==> src/rtl/fabric_pkg.sv <==
// Shared definitions for the fabric memory-side blocks.
//   clog2_safe           : ceil(log2(n)), never less than 1, for index/pointer widths
//   COMP_STORE_ARB_PARAM : error code reported when the store arbiter is
//                          elaborated with illegal parameters
package fabric_pkg;

   localparam int COMP_STORE_ARB_PARAM = 32'h0000_0301;

   function automatic int clog2_safe(input int n);
      return ($clog2(n) < 1) ? 1 : $clog2(n);
   endfunction

endpackage

==> src/rtl/fabric_id_fifo.sv <==
// In-order index FIFO. It records small tags, such as requester indices, so
// that in-order completions can be routed back to their sources.
// A push while full and a pop while empty are ignored. A push and a pop in
// the same cycle are both honoured.
//   clk, rst_n  : clock, async active-low reset (clears storage, pointers, count)
//   push_i      : write push_data_i at the tail
//   push_data_i : tag to store
//   pop_i       : drop the head entry
//   head_o      : entry at the head (valid when !empty_o)
//   full_o      : count_o == DEPTH
//   empty_o     : count_o == 0
//   count_o     : current occupancy
module fabric_id_fifo
   import fabric_pkg::*;
#(
   parameter int DEPTH = 8,
   parameter int WIDTH = 2,
   localparam int CNT_W = clog2_safe(DEPTH + 1)
) (
   input  logic             clk,
   input  logic             rst_n,
   input  logic             push_i,
   input  logic [WIDTH-1:0] push_data_i,
   input  logic             pop_i,
   output logic [WIDTH-1:0] head_o,
   output logic             full_o,
   output logic             empty_o,
   output logic [CNT_W-1:0] count_o
);

   localparam int                PTR_W    = clog2_safe(DEPTH);
   localparam logic [PTR_W-1:0]  LAST     = PTR_W'(DEPTH - 1);
   localparam logic [CNT_W-1:0]  FULL_CNT = CNT_W'(DEPTH);

   logic [WIDTH-1:0] mem_q [DEPTH];
   logic [PTR_W-1:0] wr_ptr_q, wr_ptr_d;
   logic [PTR_W-1:0] rd_ptr_q, rd_ptr_d;
   logic [CNT_W-1:0] count_q, count_d;
   logic             push_ok, pop_ok;

   assign full_o  = (count_q == FULL_CNT);
   assign empty_o = (count_q == '0);
   assign count_o = count_q;
   assign head_o  = mem_q[rd_ptr_q];

   assign push_ok = push_i && !full_o;
   assign pop_ok  = pop_i && !empty_o;

   // Pointers wrap explicitly so that DEPTH does not have to be a power of two.
   always_comb begin
      wr_ptr_d = wr_ptr_q;
      rd_ptr_d = rd_ptr_q;
      if (push_ok) wr_ptr_d = (wr_ptr_q == LAST) ? '0 : wr_ptr_q + PTR_W'(1);
      if (pop_ok)  rd_ptr_d = (rd_ptr_q == LAST) ? '0 : rd_ptr_q + PTR_W'(1);
      count_d = count_q + CNT_W'(push_ok) - CNT_W'(pop_ok);
   end

   always_ff @(posedge clk or negedge rst_n) begin
      if (!rst_n) begin
         for (int i = 0; i < DEPTH; i++) mem_q[i] <= '0;
         wr_ptr_q <= '0;
         rd_ptr_q <= '0;
         count_q  <= '0;
      end else begin
         if (push_ok) mem_q[wr_ptr_q] <= push_data_i;
         wr_ptr_q <= wr_ptr_d;
         rd_ptr_q <= rd_ptr_d;
         count_q  <= count_d;
      end
   end

endmodule

==> src/rtl/fabric_store_arbiter.sv <==
// Shares one memory write port among NUM_PORTS store requesters.
// Arbitration is round-robin, and the priority pointer moves only on an
// issue. Each issued write records its port in an in-order ID FIFO. Each
// memory ack is returned as a done token to the port at the FIFO head.
//   clk, rst_n        : clock, async active-low reset
//   req_valid/ready   : per-port store handshake (ready == issued this cycle)
//   req_addr/data     : packed per-port address/data, port i at [i*W +: W]
//   mem_wr_*          : write request towards memory (zero-latency pass-through)
//   mem_ack_valid/rdy : in-order write completions from memory
//   done_valid/ready  : per-port completion tokens
//   outstanding       : writes in flight (ID FIFO occupancy)
//   err_spurious_ack  : sticky, set by an ack while nothing is in flight
module fabric_store_arbiter
   import fabric_pkg::*;
#(
   parameter int NUM_PORTS       = 4,
   parameter int ADDR_WIDTH      = 32,
   parameter int DATA_WIDTH      = 32,
   parameter int MAX_OUTSTANDING = 8,
   localparam int ID_W  = clog2_safe(NUM_PORTS),
   localparam int CNT_W = clog2_safe(MAX_OUTSTANDING + 1)
) (
   input  logic                            clk,
   input  logic                            rst_n,
   input  logic [NUM_PORTS-1:0]            req_valid,
   output logic [NUM_PORTS-1:0]            req_ready,
   input  logic [NUM_PORTS*ADDR_WIDTH-1:0] req_addr,
   input  logic [NUM_PORTS*DATA_WIDTH-1:0] req_data,
   output logic                            mem_wr_valid,
   input  logic                            mem_wr_ready,
   output logic [ADDR_WIDTH-1:0]           mem_wr_addr,
   output logic [DATA_WIDTH-1:0]           mem_wr_data,
   input  logic                            mem_ack_valid,
   output logic                            mem_ack_ready,
   output logic [NUM_PORTS-1:0]            done_valid,
   input  logic [NUM_PORTS-1:0]            done_ready,
   output logic [CNT_W-1:0]                outstanding,
   output logic                            err_spurious_ack
);

   if (NUM_PORTS < 2) begin : g_chk_ports
      $fatal(1, "error %0h: NUM_PORTS must be >= 2", COMP_STORE_ARB_PARAM);
   end
   if (MAX_OUTSTANDING < 1) begin : g_chk_outst
      $fatal(1, "error %0h: MAX_OUTSTANDING must be >= 1", COMP_STORE_ARB_PARAM);
   end
   if (ADDR_WIDTH < 1) begin : g_chk_addr
      $fatal(1, "error %0h: ADDR_WIDTH must be >= 1", COMP_STORE_ARB_PARAM);
   end

   logic [ID_W-1:0] rr_ptr_q, rr_ptr_d;
   logic            err_q, err_d;
   logic [ID_W-1:0] scan_idx;
   logic [ID_W-1:0] grant_idx;
   logic            grant_found;
   logic            can_issue, issue, retire;
   logic [ID_W-1:0] head;
   logic            fifo_full, fifo_empty, nonempty;

   // Round-robin scan that starts at rr_ptr_q. The grant depends only on
   // registered state and the current req_valid, so a stalled request keeps
   // the same grant while the requesters hold their valids.
   always_comb begin
      grant_found = 1'b0;
      grant_idx   = '0;
      scan_idx    = '0;
      for (int i = 0; i < NUM_PORTS; i++) begin
         scan_idx = ID_W'((int'(rr_ptr_q) + i) % NUM_PORTS);
         if (!grant_found && req_valid[scan_idx]) begin
            grant_found = 1'b1;
            grant_idx   = scan_idx;
         end
      end
   end

   // The full check uses the registered count. A retire in the same cycle
   // does not free a slot until the next cycle, which gives a one-cycle bubble.
   assign can_issue    = grant_found && !fifo_full;
   assign issue        = can_issue && mem_wr_ready;
   assign mem_wr_valid = can_issue;
   assign mem_wr_addr  = grant_found ? req_addr[grant_idx*ADDR_WIDTH +: ADDR_WIDTH] : '0;
   assign mem_wr_data  = grant_found ? req_data[grant_idx*DATA_WIDTH +: DATA_WIDTH] : '0;

   assign nonempty      = !fifo_empty;
   assign mem_ack_ready = nonempty ? done_ready[head] : 1'b1;
   assign retire        = mem_ack_valid && nonempty && done_ready[head];

   always_comb begin
      req_ready  = '0;
      done_valid = '0;
      if (issue) req_ready[grant_idx] = 1'b1;
      if (mem_ack_valid && nonempty) done_valid[head] = 1'b1;
   end

   always_comb begin
      rr_ptr_d = rr_ptr_q;
      if (issue) rr_ptr_d = (grant_idx == ID_W'(NUM_PORTS - 1)) ? '0 : grant_idx + ID_W'(1);
      // An ack with nothing in flight is consumed but flagged.
      err_d = err_q | (mem_ack_valid && !nonempty);
   end

   always_ff @(posedge clk or negedge rst_n) begin
      if (!rst_n) begin
         rr_ptr_q <= '0;
         err_q    <= 1'b0;
      end else begin
         rr_ptr_q <= rr_ptr_d;
         err_q    <= err_d;
      end
   end

   assign err_spurious_ack = err_q;

   fabric_id_fifo #(
      .DEPTH (MAX_OUTSTANDING),
      .WIDTH (ID_W)
   ) u_id_fifo (
      .clk         (clk),
      .rst_n       (rst_n),
      .push_i      (issue),
      .push_data_i (grant_idx),
      .pop_i       (retire),
      .head_o      (head),
      .full_o      (fifo_full),
      .empty_o     (fifo_empty),
      .count_o     (outstanding)
   );

endmodule

==> config.mk <==
export PLATFORM = sky130hd
export DESIGN_NAME = fabric_store_arbiter
export DESIGN_NICKNAME = d
export VERILOG_FILES = /design/src/rtl/fabric_pkg.sv /design/src/rtl/fabric_id_fifo.sv /design/src/rtl/fabric_store_arbiter.sv
export SDC_FILE = /design/constraint.sdc
export NUM_CORES = 1
export LEC_CHECK = 0
export ABC_CLOCK_PERIOD_IN_PS = 4900
export CORE_AREA = 2 2 135 137
export DETAILED_ROUTE_END_ITERATION = 7
export DIE_AREA = 0 0 137 139
export PLACE_DENSITY = 0.62
export SLEW_MARGIN = 40
export SYNTH_ARGS = -nofsm -noshare
export SYNTH_HDL_FRONTEND = slang
export SYNTH_SLANG_ARGS = --single-unit
==> constraint.sdc <==
create_clock -name clk -period 4.9 [get_ports clk]
set_input_delay 1.225 -clock clk [delete_from_list [all_inputs] [get_ports clk]]
set_output_delay 1.225 -clock clk [all_outputs]
set_load 0.05 [all_outputs]
Yosys cells after proc, flatten, opt, wreduce, memory -nomap -nowiden
Index checks and enable logic that the tools add are counted.
- output and inout bits: 79
- logic and storage cells: 96
- bits in registers: 29
- input bits: 268
- muxes and demuxes: 36
- $add $sub $neg: 8
- bitwise gates (word level): 3
- reduce and logical (&&, ||, !) cells: 19
- magnitude comparators: 11
- shift-type cells: 2
- equal/unequal tests: 4
- operators with widths (cell ; count):
    128-bit by 8-bit indexed part select with 32-bit output ; 2
    32-bit 2-to-1 mux ; 2
    2-bit by 3-bit < comparator with 1-bit output, second input constant ; 6
    16-bit bitwise mux ; 1
    2-bit 2-to-1 mux ; 8
    1-bit logical AND ; 13
    1-bit 2-to-1 mux ; 12
    1-bit binary-select mux with 2-bit select ; 5
    4-bit >= comparator, second input constant ; 2
    4-bit 2-to-1 mux ; 2
    3-bit inverter with 4-bit output ; 2
    3-bit by 1-bit adder with 3-bit output, second input constant ; 2
    2-bit binary-select mux with 3-bit select ; 1
    2-bit demux with 3-bit select ; 1
    3-bit == test, second input constant ; 2
    3-bit 2-to-1 mux ; 2
    1-bit zero test ; 5
    2-bit by 1-bit adder with 2-bit output, second input constant ; 2
    2-bit adder, second input constant ; 2
    4-bit by 1-bit adder with 4-bit output ; 1
    1-bit demux with 2-bit select ; 2
    4-bit == test, second input constant ; 1
    2-bit by 1-bit >= comparator with 1-bit output, second input constant ; 2
    4-bit zero test ; 1
    4 further kinds ; 4

Depth between registers and ports, before layout
Gate-level depths: netlist of run 1.
- depth after elaboration: 17
- depth in mapped cells: 12
- gate-level depth less buffers: 12

Cells and area by module
From an unflattened synthesis of run 1, not the netlist that was laid out.
- cells, all modules: 364
- area, all modules: 3588.4 µm²
- by module, submodules not included (module ; cells each ; times used ; area an instance (µm²) ; sequential area each (µm²)):
    fabric_store_arbiter ; 268 ; 1 ; 2220.9 ; 75.1
    fabric_id_fifo ; 96 ; 1 ; 1367.6 ; 650.6

Worst setup path before layout of run 1
No wires, ideal clock.
- path kind: input-to-output
- from: input port req_valid[0]
- to: output port mem_wr_addr[10]
- required time: 3.675 ns
- cell stages on the path: 7
- path slack: 0.427 ns
- buffers on the path: 2
- data arrival time: 3.248 ns
- cell sequence: a21oi_1 -> o21ai_1 -> o2bb2a_1 -> clkbuf_1 -> buf_1 -> mux4_2 -> nor2b_1
- cells in the longest elaborated chain, start to end: 14
- elaborated cells on any way between the ends: 24
- classes of those cells: 1 x shift; 17 x mux; 6 x reduce/logical
- RTL lines (what ; RTL line ; RTL):
    from (decl) ; fabric_store_arbiter.sv:25 ; input logic [NUM_PORTS-1:0] req_valid,
    1-bit binary-select mux with 2-bit select ; fabric_store_arbiter.sv:69 ; if (!grant_found && req_valid[scan_idx]) begin
    1-bit 2-to-1 mux (not written as such) ; fabric_store_arbiter.sv:69 ;
    1-bit 2-to-1 mux ; fabric_store_arbiter.sv:69 ;
    1-bit zero test ; fabric_store_arbiter.sv:69 ;
    1-bit logical AND ; fabric_store_arbiter.sv:69 ;
    1-bit 2-to-1 mux ; fabric_store_arbiter.sv:69 ;
    1-bit zero test ; fabric_store_arbiter.sv:69 ;
    1-bit logical AND ; fabric_store_arbiter.sv:69 ;
    1-bit 2-to-1 mux ; fabric_store_arbiter.sv:69 ;
    1-bit zero test ; fabric_store_arbiter.sv:69 ;
    1-bit logical AND ; fabric_store_arbiter.sv:69 ;
    2-bit 2-to-1 mux ; fabric_store_arbiter.sv:69 ;
    128-bit by 8-bit indexed part select with 32-bit output ; fabric_store_arbiter.sv:81 ; assign mem_wr_addr = grant_found ? req_addr[grant_idx*ADDR_WIDTH +: ADDR_WIDTH] : '0;
    32-bit 2-to-1 mux * ; fabric_store_arbiter.sv:81 ;
    to (decl) ; fabric_store_arbiter.sv:31 ; output logic [ADDR_WIDTH-1:0] mem_wr_addr,
Mark *: on every way between the ends. The rest lies on a longest branch, timed or not. The select of a mux whose other input is x is not followed.

Worst setup path after layout of run 1
- from: input port req_valid[3]
- to: output port mem_wr_data[8]
- cells in the longest elaborated chain, start to end: 14
- elaborated cells on any way between the ends: 24
- classes of those cells: 1 x shift; 17 x mux; 6 x reduce/logical
- RTL lines (what ; RTL line ; RTL):
    1-bit binary-select mux with 2-bit select ; fabric_store_arbiter.sv:69 ;
    1-bit 2-to-1 mux (not written as such) ; fabric_store_arbiter.sv:69 ;
    1-bit 2-to-1 mux ; fabric_store_arbiter.sv:69 ;
    1-bit zero test ; fabric_store_arbiter.sv:69 ;
    1-bit logical AND ; fabric_store_arbiter.sv:69 ;
    1-bit 2-to-1 mux ; fabric_store_arbiter.sv:69 ;
    1-bit zero test ; fabric_store_arbiter.sv:69 ;
    1-bit logical AND ; fabric_store_arbiter.sv:69 ;
    1-bit 2-to-1 mux ; fabric_store_arbiter.sv:69 ;
    1-bit zero test ; fabric_store_arbiter.sv:69 ;
    1-bit logical AND ; fabric_store_arbiter.sv:69 ;
    2-bit 2-to-1 mux ; fabric_store_arbiter.sv:69 ;
    128-bit by 8-bit indexed part select with 32-bit output ; fabric_store_arbiter.sv:82 ; assign mem_wr_data = grant_found ? req_data[grant_idx*DATA_WIDTH +: DATA_WIDTH] : '0;
    32-bit 2-to-1 mux * ; fabric_store_arbiter.sv:82 ;
    to (decl) ; fabric_store_arbiter.sv:32 ; output logic [DATA_WIDTH-1:0] mem_wr_data,
Marked as above.

==> results of run 1 <==
layer usage:
metal / GRT usage [%] / vias to the layer above / routed length [um]
met5: 0 / - / 36
met4: 3.74 / 6 / 314
met3: 7.09 / 27 / 2000
met2: 31.1 / 216 / 8760
met1: 22.0 / 1943 / 7030
li1: - / 1816 / -
power by group through the flow:
stage,registers (mW),clock network (mW),logic (mW)
2_1_floorplan,0.504,0,2.21
3_3_place_gp,0.471,0,3.70
3_5_place_dp,0.481,0,3.75
4_1_cts,0.478,0.363,3.76
5_1_grt,0.497,0.370,3.92
6_report,0.475,0.354,3.72
per-stage QoR:
stage | worst slack (ns) | cells | hold WS, ns
6_report | 0.190 | 873 | 0.454
3_5_place_dp | 0.00992 | 860 | 0.448
3_3_place_gp | 0.0727 | 860 | 0.438
4_1_cts | 0.00993 | 868 | 0.459
2_1_floorplan | 0.427 | 297 | 0.449
5_1_grt | 0.0507 | 868 | 0.488
what timing repair did:
item,CTS,global route
gates resized for setup,0,1
buffers inserted,0,0
setup endpoints to repair,0,56
sequential cells by signal, indices dropped and copies added, names as in the netlist:
signal	flops
u_id_fifo.mem_q	16
u_id_fifo.count_o	4
u_id_fifo.rd_ptr_q	3
u_id_fifo.wr_ptr_q	3
rr_ptr_q	2
err_spurious_ack	1
worst max path at each step:
stage / startpoint / end / slack (ns) / cells after the start
3_5_place_dp: req_valid[3] / mem_wr_data[8] / 0.01 / 9
2_1_floorplan: req_valid[0] / mem_wr_addr[10] / 0.43 / 7
4_1_cts: req_valid[3] / mem_wr_data[8] / 0.01 / 9
5_1_grt: req_valid[3] / mem_wr_data[10] / 0.05 / 9
3_3_place_gp: req_valid[3] / mem_wr_addr[26] / 0.07 / 9
6_report: req_valid[3] / mem_wr_data[8] / 0.19 / 9
cell usage in the layout (no fill, tap or decap), types with 2 or more instances in the layout:
| cell | count |
|---|---|
| clkbuf_16 | 5 |
| nor3b_1 | 2 |
| nand2_1 | 12 |
| nand2b_1 | 2 |
| inv_1 | 10 |
| ha_1 | 14 |
| mux2_2 | 15 |
| clkdlybuf4s50_1 | 278 |
| mux4_1 | 2 |
| xor2_1 | 2 |
| mux2_4 | 6 |
| mux2_1 | 3 |
| dfrtp_1 | 29 |
| diode_2 | 5 |
| and2_1 | 5 |
| mux4_2 | 66 |
| buf_12 | 51 |
| buf_4 | 31 |
| a21o_1 | 3 |
| nand3b_1 | 2 |
| nor2_1 | 8 |
| inv_2 | 2 |
| a21oi_1 | 5 |
| nor3_1 | 3 |
| nor2b_1 | 66 |
cells in the mapped netlist (2+ instances only):
cell type,number
mux4_2,66
nor2b_1,66
dfrtp_1,29
clkbuf_1,17
mux2_2,15
ha_1,14
nand2_1,12
inv_1,10
nor2_1,8
buf_2,6
mux2_4,6
a21oi_1,5
and2_1,5
nor3_1,4
a21o_1,3
inv_2,3
mux2_1,3
buf_1,2
mux4_1,2
nand2b_1,2
nand3b_1,2
nor3b_1,2
xor2_1,2
logic make-up (layout without fill, tap and decap cells):
| logic type | count (synthesis) | after routing |
|---|---|---|
| simple gates | 106 | 106 |
| mux | 93 | 93 |
| buf+inv | 39 | 381 |
| flops | 29 | 29 |
| fa+ha+maj | 15 | 15 |
| compound gates | 13 | 13 |
| xor+xnor | 2 | 2 |
| other cells | 0 | 5 |
final cells by class:
cell class / instances / area, sq um / area share, %
clock buffers: 7 / 143 / 1.77
clock inverters: 1 / 30.0 / 0.372
inverters: 13 / 51.3 / 0.636
well taps: 229 / 287 / 3.55
flip-flops and latches: 29 / 726 / 9.00
repair buffers: 360 / 4040 / 50.1
diodes: 5 / 12.5 / 0.155
multi-input cells: 229 / 2780 / 34.5
==> impl_metrics.env, run 1 <==
export IMPL_status="finished, final reports clean"
export IMPL_power_switching_mw=2.11
export IMPL_ir_worst_vdd_mv=0.345
export IMPL_cts_tree="built"
export IMPL_p_leak_nw=3.24
export IMPL_synthSimpleGateAreaFrac_pct=17.0
export IMPL_max_stage_delay_ns=0.52
export IMPL_cts_max_level=2
export IMPL_grt_overflow_total=0
export IMPL_worst_slew_pin_slew_ns=0.693
export IMPL_tns_ns=0
export IMPL_yosys_warnings=0
export IMPL_swShare_pct=46.3
export IMPL_syn_cell_area_sq_mm=0.00364
export IMPL_start_kind="input port"
export IMPL_setup_viol=0
export IMPL_fmax_ghz=0.212
export IMPL_path_delay_family="buffers and inverters"
export IMPL_synthDominantCellAreaShare_pct=40.8
export IMPL_slew_viol_final=0
export IMPL_r2r_setup_slack_ns=1.59
export IMPL_synth_top_family_by_area="multiplexers"
export IMPL_yosysSeqAreaShare_pct=19.9
export IMPL_relSlewSlack_pct=53.8
export IMPL_ff2ff_path_depth=10
export IMPL_async_flop_share_pct=100
export IMPL_core_area_sq_mm=0.0177
export IMPL_ys_ff_latch=29
export IMPL_r2r_end="u_id_fifo.count_o[2]"
export IMPL_finalCritPeriodShare_pct=96.1
export IMPL_io_pins=347
export IMPL_hpwl_um=15700
export IMPL_die_h_um=139
export IMPL_track_usage_pct=18.3
export IMPL_final_core_util_pct=45.7
export IMPL_drt_first_pass_iters=5
export IMPL_cp_arrival_ns=3.48
export IMPL_clk_latency_ns=0.27
export IMPL_hold_viol=0
export IMPL_wl_per_cell_um=20.8
export IMPL_pwr_share_comb_pct=81.8
export IMPL_p_int_mw=2.44
export IMPL_clkTransAtPathRegs_ns=0.05
export IMPL_start_util_pct=20.6
export IMPL_seqPwrFrac_pct=10.4
export IMPL_drt_iter0_markers=127
export IMPL_drive_gt1_share_pct=28.8
export IMPL_cp_common_cell="buf_12"
export IMPL_crit_fanout=28
export IMPL_cellPowerDensity_mw_per_mm2=564
export IMPL_antenna_left=0
export IMPL_finalPower_mw=4.55
export IMPL_antenna_found_initial=9
export IMPL_fillers=1596
export IMPL_routed_wl_um=18100
export IMPL_cts_hold_buf=0
export IMPL_crit_type="in -> out"
export IMPL_cts_buffers=5
export IMPL_synthMuxAreaShare_pct=50.5
export IMPL_r2r_start="u_id_fifo.rd_ptr_q[0]"
export IMPL_io_buffer_count=346
export IMPL_drv_cap=0
export IMPL_hold_path_endpoint="err_spurious_ack"
export IMPL_hold_depth=1
export IMPL_globalplace_congestion=0.923
export IMPL_min_from="err_spurious_ack"
export IMPL_pwr_share_clk_pct=7.8
export IMPL_cts_sinks=29
export IMPL_end_kind="output pin"
export IMPL_critPathBufInv=5
export IMPL_synth_xor_area_share_pct=0.481
export IMPL_avgSynthCellArea_sq_um=12.3
export IMPL_clockBufferDepth=2
export IMPL_skew_ns=0.00294
export IMPL_syn_num_nets=580
export IMPL_syn_inst=297
export IMPL_hold_path_class="reg -> reg"
export IMPL_slowest_stage="clkdlybuf4s50_1"
export IMPL_synth_compound_area_share_pct=2.30
export IMPL_grt_pass1_wl_um=26200
export IMPL_yosysTopAreaCell="mux4_2"
export IMPL_num_rows=49
export IMPL_grt_pass1_vias=4309
export IMPL_routed_via_count=4008
export IMPL_cts_root_buffer="clkbuf_16"
export IMPL_synth_area_leaders="mux4_2, dfrtp_1, nor2b_1"
export IMPL_syn_to_final_growth_pct=121
export IMPL_yosysUniqueCellTypes=36
export IMPL_grt_setup_unrepaired="no"
export IMPL_synth_edff_count=0
export IMPL_die_area_sq_mm=0.0190
export IMPL_nets=921
export IMPL_drc=0
export IMPL_place_area_sq_mm=0.00787
export IMPL_yosys_area_share_adder_pct=5.36
export IMPL_die_w_um=137
export IMPL_layout_min_cycle_time_ns=4.71
export IMPL_worstPathRequired_ns=3.67
export IMPL_cp_cell_sequence="clkdlybuf4s50_1, inv_1, and3_1, nor3_2, inv_4, buf_12, mux4_2, nor2b_1, buf_12"
export IMPL_viasPerCell=4.59
export IMPL_synth_ff_type="dfrtp_1"
export IMPL_design_area_sq_mm=0.00806
export IMPL_grt_max_degree=64
No activity file was read; power rests on OpenSTA's default activity.
==> run 2, diff against run 1 <==
--- a/config.mk
+++ b/config.mk
@@ -10,7 +10,7 @@
 export DETAILED_ROUTE_END_ITERATION = 7
 export DIE_AREA = 0 0 137 139
 export PLACE_DENSITY = 0.62
-export SLEW_MARGIN = 40
+export SLEW_MARGIN = 20
 export SYNTH_ARGS = -nofsm -noshare
 export SYNTH_HDL_FRONTEND = slang
 export SYNTH_SLANG_ARGS = --single-unit
==> results of run 2 <==
Final layout, timing and power as in run 1 (identical DEF).
==> run 3, diff against run 2 <==
--- a/config.mk
+++ b/config.mk
@@ -5,11 +5,11 @@
 export SDC_FILE = /design/constraint.sdc
 export NUM_CORES = 1
 export LEC_CHECK = 0
-export ABC_CLOCK_PERIOD_IN_PS = 4900
-export CORE_AREA = 2 2 135 137
+export ABC_CLOCK_PERIOD_IN_PS = 4300
+export CORE_AREA = 2 2 136 138
 export DETAILED_ROUTE_END_ITERATION = 7
-export DIE_AREA = 0 0 137 139
-export PLACE_DENSITY = 0.62
+export DIE_AREA = 0 0 138 140
+export PLACE_DENSITY = 0.64
 export SLEW_MARGIN = 20
 export SYNTH_ARGS = -nofsm -noshare
 export SYNTH_HDL_FRONTEND = slang
==> constraint.sdc (replaced) <==
create_clock -name clk -period 4.3 [get_ports clk]
set_input_delay 1.075 -clock clk [delete_from_list [all_inputs] [get_ports clk]]
set_output_delay 1.075 -clock clk [all_outputs]
set_load 0.05 [all_outputs]
==> run 3 against run 2 <==
Compared with the run above: utilization is 2.0 points higher; largest cell class unchanged; largest power group unchanged; routed wire length increased by 2.3%; global-route usage fell by 0.32 points; critical endpoint is now mem_wr_addr[30]; clock skew grew 0.0035 ns; hold slack better by 0.029 ns; sequential share of layout area shrank 0.43 points; via count is 2.5% higher; critical path depth up 1.
==> impl_metrics.env, run 3 (same netlist as run 1, synthesis figures left out) <==
export IMPL_cellPowerDensity_mw_per_mm2=649
export IMPL_num_rows=49
export IMPL_die_h_um=140
export IMPL_fmax_ghz=0.236
export IMPL_cts_max_level=2
export IMPL_hold_viol=0
export IMPL_viasPerCell=4.59
export IMPL_clk_latency_ns=0.28
export IMPL_drive_gt1_share_pct=32.4
export IMPL_hpwl_um=15700
export IMPL_worst_slew_pin_slew_ns=0.579
export IMPL_p_leak_nw=3.48
export IMPL_drt_iter0_markers=120
export IMPL_design_area_sq_mm=0.00848
export IMPL_holdWs_ns=0.483
export IMPL_syn_to_final_growth_pct=133
export IMPL_relSlewSlack_pct=61.4
export IMPL_cts_sinks=29
export IMPL_final_common_cell="clkdlybuf4s50_1"
export IMPL_multiInputGateArea_sq_mm=0.00278
export IMPL_cts_buffers=5
export IMPL_crit_fanout=7
export IMPL_clkTransAtPathRegs_ns=0.05
export IMPL_hold_path_class="reg -> reg"
export IMPL_register_area_sq_um=727
export IMPL_die_area_sq_mm=0.0193
export IMPL_globalplace_congestion=0.928
export IMPL_cp_arrival_ns=3.16
export IMPL_status="finished, final reports clean"
export IMPL_crit_type="in -> out"
export IMPL_ir_worst_vdd_mv=0.344
export IMPL_cts_tree="built"
export IMPL_nets=946
export IMPL_dp_cells=873
export IMPL_antenna_found_initial=3
export IMPL_clockBufferDepth=2
export IMPL_worstPathRequired_ns=3.22
export IMPL_io_pins=347
export IMPL_grt_setup_unrepaired="no"
export IMPL_slew_viol_final=0
export IMPL_die_w_um=138
export IMPL_grt_overflow_total=0
export IMPL_place_area_sq_mm=0.00809
export IMPL_drt_first_pass_iters=4
export IMPL_grt_max_degree=49
export IMPL_io_buffer_count=346
export IMPL_cts_root_buffer="clkbuf_16"
export IMPL_setup_viol=0
export IMPL_start_util_pct=20.5
export IMPL_core_area_sq_mm=0.0178
export IMPL_layout_common_cells="clkdlybuf4s50_1, nor2b_1, mux4_2"
export IMPL_grt_pass1_vias=4480
export IMPL_post_place_ws_ns=-0.0481
export IMPL_start_kind="input port"
export IMPL_antenna_left=0
export IMPL_cts_hold_buf=0
export IMPL_routed_via_count=4109
export IMPL_track_usage_pct=18.0
export IMPL_largest_register="u_id_fifo.mem_q"
export IMPL_finalCritPeriodShare_pct=98.5
export IMPL_largest_register_ffs=16
export IMPL_grt_pass1_wl_um=27100
export IMPL_skew_ns=0.00640
export IMPL_routed_wl_um=18600
export IMPL_wl_per_cell_um=20.7
export IMPL_layoutNonFillerInstCount=895
export IMPL_drv_cap=0
export IMPL_drc=0
export IMPL_fillers=1564
export IMPL_fin_ws_ns=0.0665
export IMPL_end_kind="output pin"
export IMPL_layout_min_cycle_time_ns=4.23
==> run 3: path summary, 6_finish.rpt <==
| kind | start | to | slack, ns | cells past startpoint |
|---|---|---|---|---|
| worst min-delay path | err_spurious_ack | err_spurious_ack | 0.48 | 1 |
| max in group asynchronous | rst_n | u_id_fifo.rd_ptr_q[0] | 2.83 | 2 |
| worst max-delay path | req_valid[1] | mem_wr_addr[30] | 0.07 | 10 |
| min in group asynchronous | rst_n | u_id_fifo.mem_q[0] | 1.18 | 2 |
| worst max register to register | u_id_fifo.rd_ptr_q[0] | u_id_fifo.count_o[2] | 1.10 | 10 |
| worst min register to register | err_spurious_ack | err_spurious_ack | 0.48 | 1 |
==> run 3: routing by layer <==
layer / vias up / GRT usage (%) / part of all wire (%)
li1: 1860 / - / -
met1: 2009 / 21.3 / 37
met2: 213 / 32.9 / 53
met3: 25 / 4.85 / 7.8
met4: 2 / 3.76 / 1.7
met5: - / 0 / 0.070
==> run 3: cell type report <==
| cell class | instances | area share (%) |
|---|---|---|
| Timing Repair Buffer | 385 | 52.6 |
| Multi-Input combinational cell | 229 | 32.8 |
| Sequential cell | 29 | 8.57 |
| Tap cell | 229 | 3.38 |
| Clock buffer | 7 | 1.80 |
| Inverter | 13 | 0.723 |
| Clock inverter | 1 | 0.0590 |
| Antenna cell | 2 | 0.0590 |
==> run 3: repair_timing <==
action	4_1_cts	5_1_grt
pin swaps	1	1
resized for setup	1	14
endpoints found under the setup margin	19	62
cloned	0	3
setup buffers	4	5
==> run 3: worst max-delay path, cell delays in order <==
cell and delay, ns:
clkdlybuf4s50_1 0.45, buf_4 0.16, a21oi_1 0.11, o21ai_1 0.08, o2bb2a_4 0.27, buf_12 0.15
buf_4 0.14, mux4_2 0.33, nor2b_1 0.18, buf_12 0.19
==> run 3: stage by stage <==
stage          TNS, ns  power, mW  util (%)
5_1_grt              0       5.78      47.7
4_1_cts        -0.0151       5.42      46.6
2_1_floorplan        0       3.10         -
3_5_place_dp    -0.397       5.01      45.5
3_3_place_gp    -0.289       4.93      45.5
6_report             0       5.51      47.7
==> run 3: where the power goes <==
group | internal [mW] | switching [mW]
Clock | 0.244 | 0.115
Combinational | 2.34 | 2.26
Sequential | 0.415 | 0.131
Total | 3.00 | 2.51
